$ cat config.mk
export PLATFORM = sky130hd
export DESIGN_NAME = estagio_writeback
export DESIGN_NICKNAME = d
export VERILOG_FILES = /design/src/rtl/estagio_writeback.sv
export SDC_FILE = /design/constraint.sdc
export NUM_CORES = 1
export LEC_CHECK = 0
export CAP_MARGIN = 25
export CORE_ASPECT_RATIO = 0.9
export CORE_UTILIZATION = 24
export CTS_BUF_LIST = sky130_fd_sc_hd__clkbuf_4 sky130_fd_sc_hd__clkbuf_8 sky130_fd_sc_hd__clkbuf_16
export DETAILED_ROUTE_END_ITERATION = 8
export PLACE_DENSITY = 0.43
export SKIP_CTS_REPAIR_TIMING = 1
export SYNTH_ARGS = -nofsm -noshare
export SYNTH_HDL_FRONTEND = slang
export SYNTH_SLANG_ARGS = --single-unit
$ cat constraint.sdc
create_clock -name wb_in_clk -period 2.9 [get_ports wb_in_clk]
set_clock_uncertainty 0.15 [all_clocks]
set_input_delay 0.58 -clock wb_in_clk [delete_from_list [all_inputs] [get_ports wb_in_clk]]
set_output_delay 0.58 -clock wb_in_clk [all_outputs]
set_load 0.02 [all_outputs]
$ cat src/rtl/estagio_writeback.sv
`default_nettype none
// ============================================================================
// Module      : estagio_writeback
// Description : Writeback controller driving the register-file write port.
// Revision    : 1.0
// ============================================================================
module estagio_writeback #(
  parameter int LOAD_TIMEOUT = 255
) (
  input  logic        wb_in_clk,
  input  logic        wb_in_reset_n,
  input  logic        wb_in_valid,
  output logic        wb_out_ready,
  input  logic [31:0] wb_in_IR,
  input  logic [31:0] wb_in_alu_result,
  input  logic [31:0] wb_in_pc,
  input  logic        wb_in_mem_rvalid,
  input  logic [31:0] wb_in_mem_rdata,
  output logic        wb_out_w_en,
  output logic [4:0]  wb_out_rd,
  output logic [31:0] wb_out_data,
  output logic [31:0] wb_out_IR_W,
  output logic        wb_out_err,
  output logic [31:0] wb_out_retired
);

  localparam logic [1:0] S_IDLE      = 2'd0;
  localparam logic [1:0] S_WRITE     = 2'd1;
  localparam logic [1:0] S_WAIT_LOAD = 2'd2;
  localparam logic [7:0] TO_LAST     = 8'(LOAD_TIMEOUT - 1);

  logic [1:0]  state_q, state_d;
  logic        w_en_q, w_en_d;
  logic [4:0]  rd_q, rd_d;
  logic [31:0] data_q, data_d;
  logic [31:0] ir_w_q, ir_w_d;
  logic        err_q, err_d;
  logic [31:0] retired_q, retired_d;
  logic [7:0]  cnt_q, cnt_d;
  logic [4:0]  ld_rd_q, ld_rd_d;
  logic [31:0] ld_ir_q, ld_ir_d;

  logic        dec_we;
  logic        dec_lw;
  logic [4:0]  dec_rd;
  logic [31:0] dec_data;
  logic        accept;
  logic        timeout;

  assign accept  = wb_in_valid && (state_q == S_IDLE);
  assign timeout = (cnt_q == TO_LAST);

  always_comb begin
    dec_we   = 1'b0;
    dec_lw   = 1'b0;
    dec_rd   = 5'd0;
    dec_data = wb_in_alu_result;
    case (wb_in_IR[31:26])
      6'h00: begin
        if (wb_in_IR[5:0] inside {6'h20, 6'h21, 6'h22, 6'h23, 6'h24, 6'h25, 6'h2A}) begin
          dec_we = 1'b1;
          dec_rd = wb_in_IR[15:11];
        end
      end
      6'h08: begin
        dec_we = 1'b1;
        dec_rd = wb_in_IR[20:16];
      end
      6'h23: begin
        dec_lw = 1'b1;
        dec_rd = wb_in_IR[20:16];
      end
      6'h03: begin
        dec_we   = 1'b1;
        dec_rd   = 5'd31;
        dec_data = wb_in_pc + 32'd8;
      end
      default: ;
    endcase
  end

  always_ff @(posedge wb_in_clk or negedge wb_in_reset_n) begin
    if (!wb_in_reset_n) state_q <= S_IDLE;
    else                state_q <= state_d;
  end

  always_comb begin
    state_d = state_q;
    case (state_q)
      S_IDLE:      if (accept) state_d = dec_lw ? S_WAIT_LOAD : S_WRITE;
      S_WRITE:     state_d = S_IDLE;
      S_WAIT_LOAD: begin
        if (wb_in_mem_rvalid) state_d = S_WRITE;
        else if (timeout)     state_d = S_IDLE;
      end
      default:     state_d = S_IDLE;
    endcase
  end

  // Write-port outputs are registered on the edge that enters WRITE and hold otherwise.
  always_comb begin
    w_en_d    = 1'b0;
    err_d     = 1'b0;
    rd_d      = rd_q;
    data_d    = data_q;
    ir_w_d    = ir_w_q;
    retired_d = retired_q;
    cnt_d     = cnt_q;
    ld_rd_d   = ld_rd_q;
    ld_ir_d   = ld_ir_q;
    case (state_q)
      S_IDLE: begin
        cnt_d = 8'd0;
        if (accept) begin
          if (dec_lw) begin
            ld_rd_d = dec_rd;
            ld_ir_d = wb_in_IR;
          end else if (dec_we) begin
            rd_d   = dec_rd;
            data_d = dec_data;
            ir_w_d = wb_in_IR;
            w_en_d = (dec_rd != 5'd0);
          end
        end
      end
      S_WRITE: retired_d = retired_q + 32'd1;
      S_WAIT_LOAD: begin
        if (wb_in_mem_rvalid) begin
          rd_d   = ld_rd_q;
          data_d = wb_in_mem_rdata;
          ir_w_d = ld_ir_q;
          w_en_d = (ld_rd_q != 5'd0);
          cnt_d  = 8'd0;
        end else if (timeout) begin
          err_d = 1'b1;
          cnt_d = 8'd0;
        end else begin
          cnt_d = cnt_q + 8'd1;
        end
      end
      default: ;
    endcase
  end

  always_ff @(posedge wb_in_clk or negedge wb_in_reset_n) begin
    if (!wb_in_reset_n) begin
      w_en_q    <= 1'b0;
      err_q     <= 1'b0;
      rd_q      <= 5'd0;
      data_q    <= 32'd0;
      ir_w_q    <= 32'd0;
      retired_q <= 32'd0;
      cnt_q     <= 8'd0;
      ld_rd_q   <= 5'd0;
      ld_ir_q   <= 32'd0;
    end else begin
      w_en_q    <= w_en_d;
      err_q     <= err_d;
      rd_q      <= rd_d;
      data_q    <= data_d;
      ir_w_q    <= ir_w_d;
      retired_q <= retired_d;
      cnt_q     <= cnt_d;
      ld_rd_q   <= ld_rd_d;
      ld_ir_q   <= ld_ir_d;
    end
  end

  assign wb_out_ready   = (state_q == S_IDLE);
  assign wb_out_w_en    = w_en_q;
  assign wb_out_err     = err_q;
  assign wb_out_rd      = rd_q;
  assign wb_out_data    = data_q;
  assign wb_out_IR_W    = ir_w_q;
  assign wb_out_retired = retired_q;

endmodule
`default_nettype wire

==> results.yml <==
drt:
  drc: 0
  ant_nets: 0
  via_per_inst: 4.63
  wirelength_um: 28900
  vias: 7320
  post_drt_wl_per_cell_um: 18.3
  drtIter0Drc: 451
  firstDrtPassIters: 5
cts:
  clk_path_buf_depth: 2
  path_clk_slew_ns: 0.06
  numCtsBuffers: 17
  htree_num_levels: 4
  cts_tree: "done"
  clk_latency_ns: 0.42
  clock-sinks: 150
  cts-root-buf: "clkbuf_16"
pwr:
  power.clock.fraction: 0.362
  pwr-share-seq: 0.387
  peakVddDrop_uv: 395
  p_comb_frac: 0.251
  p_sw_w: 0.00195
  switching_share: 0.289
  leakagePower_nw: 5.16
  p_per_area_nw_per_um2: 564
  p_int_w: 0.00479
critical_path:
  cp_num_buf_inv: 1
  critPathLaunchType: "input pin"
  worst-path-stages: 6
  end_kind: "flop"
  worstPathMaxFanout: 7
  critPathKind: "input pin to flop"
  path_delay_family: "simple AND/OR/NAND/NOR gates"
  ff2ff_path_depth: 5
  crit_path_top_delay_cell: "or4b_2"
  path_cells: "clkdlybuf4s50_1 > or4b_2 > a211oi_2 > a32oi_1 > and4_1 > o22ai_1"
  max_stage_delay_ns: 0.69
  arrival_ns: 2.75
  required_ns: 3.10
synthesis:
  muxShareOfSynthArea: 0.0830
  ys.flop_type: "dfrtp_1"
  yosys.area_share.simple: 0.264
  synth_nets: 1007
  ys_seq_elements: 150
  synth_fa_ha_area_frac: 0.00631
  synth_top_family_by_area: "simple AND/OR/NAND/NOR gates"
  synth_xor_area_frac: 0.0419
  synth_edf_count: 0
  netlist_instances: 871
  netlist_area_sq_um: 7930
  synthDistinctLibCells: 62
  synth_compound_gate_area_share: 0.0992
  async_flop_share: 1.00
  syn_avg_cell_area_sq_um: 9.11
  seq_area_frac_synth: 0.473
  synth_warnings: 0
min_path:
  holdPathStages: 1
  min_path_type: "flop to flop"
floorplan:
  die_area_sq_um: 33800
  start_util: 0.246
  die_x_um: 194
  placementRows: 62
  coreArea_sq_um: 32200
  dieHeight_um: 174
  ioPinCount: 236
global_route:
  grtUsageTotal: 0.176
  grt_pass1_vias: 7453
  grt_max_degree: 63
  grt_pass1_wl_um: 45400
  antenna_found_initial: 0
  grt-ovfl-total: 0
status:
  status: "finished clean"
sta:
  layout_min_cycle_time_ns: 2.55
  max-slew-margin-rel: 0.399
  whs_ns: 0.320
  drv_slew: 0
  fin_crit_sh: 0.880
  worst_slew_pin_slew_ns: 0.898
  hold_viol_final: 0
  rsz0062_at_grt: "false"
  max_freq_mhz: 392
  setup_violations: 0
final_layout:
  n_fill_cell: 3292
  final_common_cell: "nand2_1"
  layout.nets: 1288
  syn_to_final_growth_pct: 50.5
  layout-drive-gt1-share: 0.155
  utilization: 0.371
  fin_cells: 1581
  insertedDiodeCount: 0
  final_cell_mix: "nand2_1 (255), clkdlybuf4s50_1 (234), dfrtp_1 (150), buf_4 (63), mux2_2 (54)"
placement:
  dp_hpwl_um: 21100
  gp_congestion: 0.820
  placedCellCount: 1548
  portBuffers: 235
flow_run:
  maxCapViolations: 0
synthesized netlist by cell type (all sizes together) (9+ instances only):
library cell,n,area (sq um)
a21oi,11,66.3
a31oi,11,68.8
and3,10,62.6
and4,9,78.8
buf,11,66.3
clkbuf,35,135
dfrtp,150,3750
inv,16,60.1
mux2,54,608
nand2,255,957
nand3,32,160
nand4,18,128
nor2,36,135
nor3,24,120
o211ai,11,82.6
o21ai,32,160
o31ai,9,67.6
or3,10,67.6
xnor2,30,263
power by group through the flow:
stage	clock (W)	sequential [W]	combinational (W)
finish	0.00244	0.00260	0.00169
global route	0.00261	0.00265	0.00181
CTS	0.00252	0.00261	0.00171
detailed placement	0	0.00264	0.00170
global placement	0	0.00264	0.00170
floorplan	0	0.00292	0.000421
cells by family after synthesis:
kind of cell / Yosys count
buffers and inverters: 62
AOI/OAI and AO/OA: 113
DFF: 150
adders and majority gates: 4
xor gates and xnor gates: 38
and+or+nand+nor: 445
muxes: 59
state kept, by name, indices dropped and copies added (netlist names):
| register | flops |
|---|---|
| wb_out_data | 32 |
| wb_out_IR_W | 32 |
| ld_ir_q | 32 |
| wb_out_rd | 5 |
| cnt_q | 8 |
| wb_out_retired | 32 |
| wb_out_w_en | 1 |
| wb_out_err | 1 |
| state_q | 2 |
| ld_rd_q | 5 |
final timing paths:
kind	startpoint	to	slack, ns
max in group asynchronous	wb_in_reset_n	wb_out_retired[6]$_DFFE_PN0N_	1.32
worst min register to register	ld_ir_q[31]$_DFFE_PN0P_	ld_ir_q[31]$_DFFE_PN0P_	0.32
worst max register to register	state_q[1]$_DFFE_PN0P_	wb_out_data[26]$_DFFE_PN0P_	0.72
min in group asynchronous	wb_in_reset_n	wb_out_data[7]$_DFFE_PN0P_	0.52
worst min-delay path	ld_ir_q[31]$_DFFE_PN0P_	ld_ir_q[31]$_DFFE_PN0P_	0.32
worst max-delay path	wb_in_IR[26]	wb_out_w_en$_DFF_PN0_	0.35
final cells by class:
class,count,area (sq um),share of cell area
clock buffers,21,462,0.0387
well taps,416,520,0.0436
multi-input cells,659,3960,0.331
repair buffers,308,3020,0.253
inverters,16,60.1,0.00503
clock inverters,11,175,0.0147
flip-flops and latches,150,3750,0.314
stage by stage:
stage / area [sq um] / total power (W) / TNS, ns / setup WS (ns)
after floorplan: 7930 / 0.00334 / 0 / 0.517
after global placement: 11300 / 0.00434 / -0.180 / -0.124
after detailed placement: 11300 / 0.00435 / -0.282 / -0.0570
final: 11900 / 0.00673 / 0 / 0.349
after global routing: 11900 / 0.00707 / 0 / 0.195
after CTS: 11900 / 0.00684 / 0 / 0.353
metal layers:
metal / vias up / track usage / share of wire
li1: 3609 / - / -
met4: 0 / 0.0313 / 0.0063
met3: 9 / 0.0347 / 0.040
met2: 176 / 0.265 / 0.44
met5: - / 0 / 0
met1: 3526 / 0.261 / 0.52
Power figures use the tool's default switching activity.
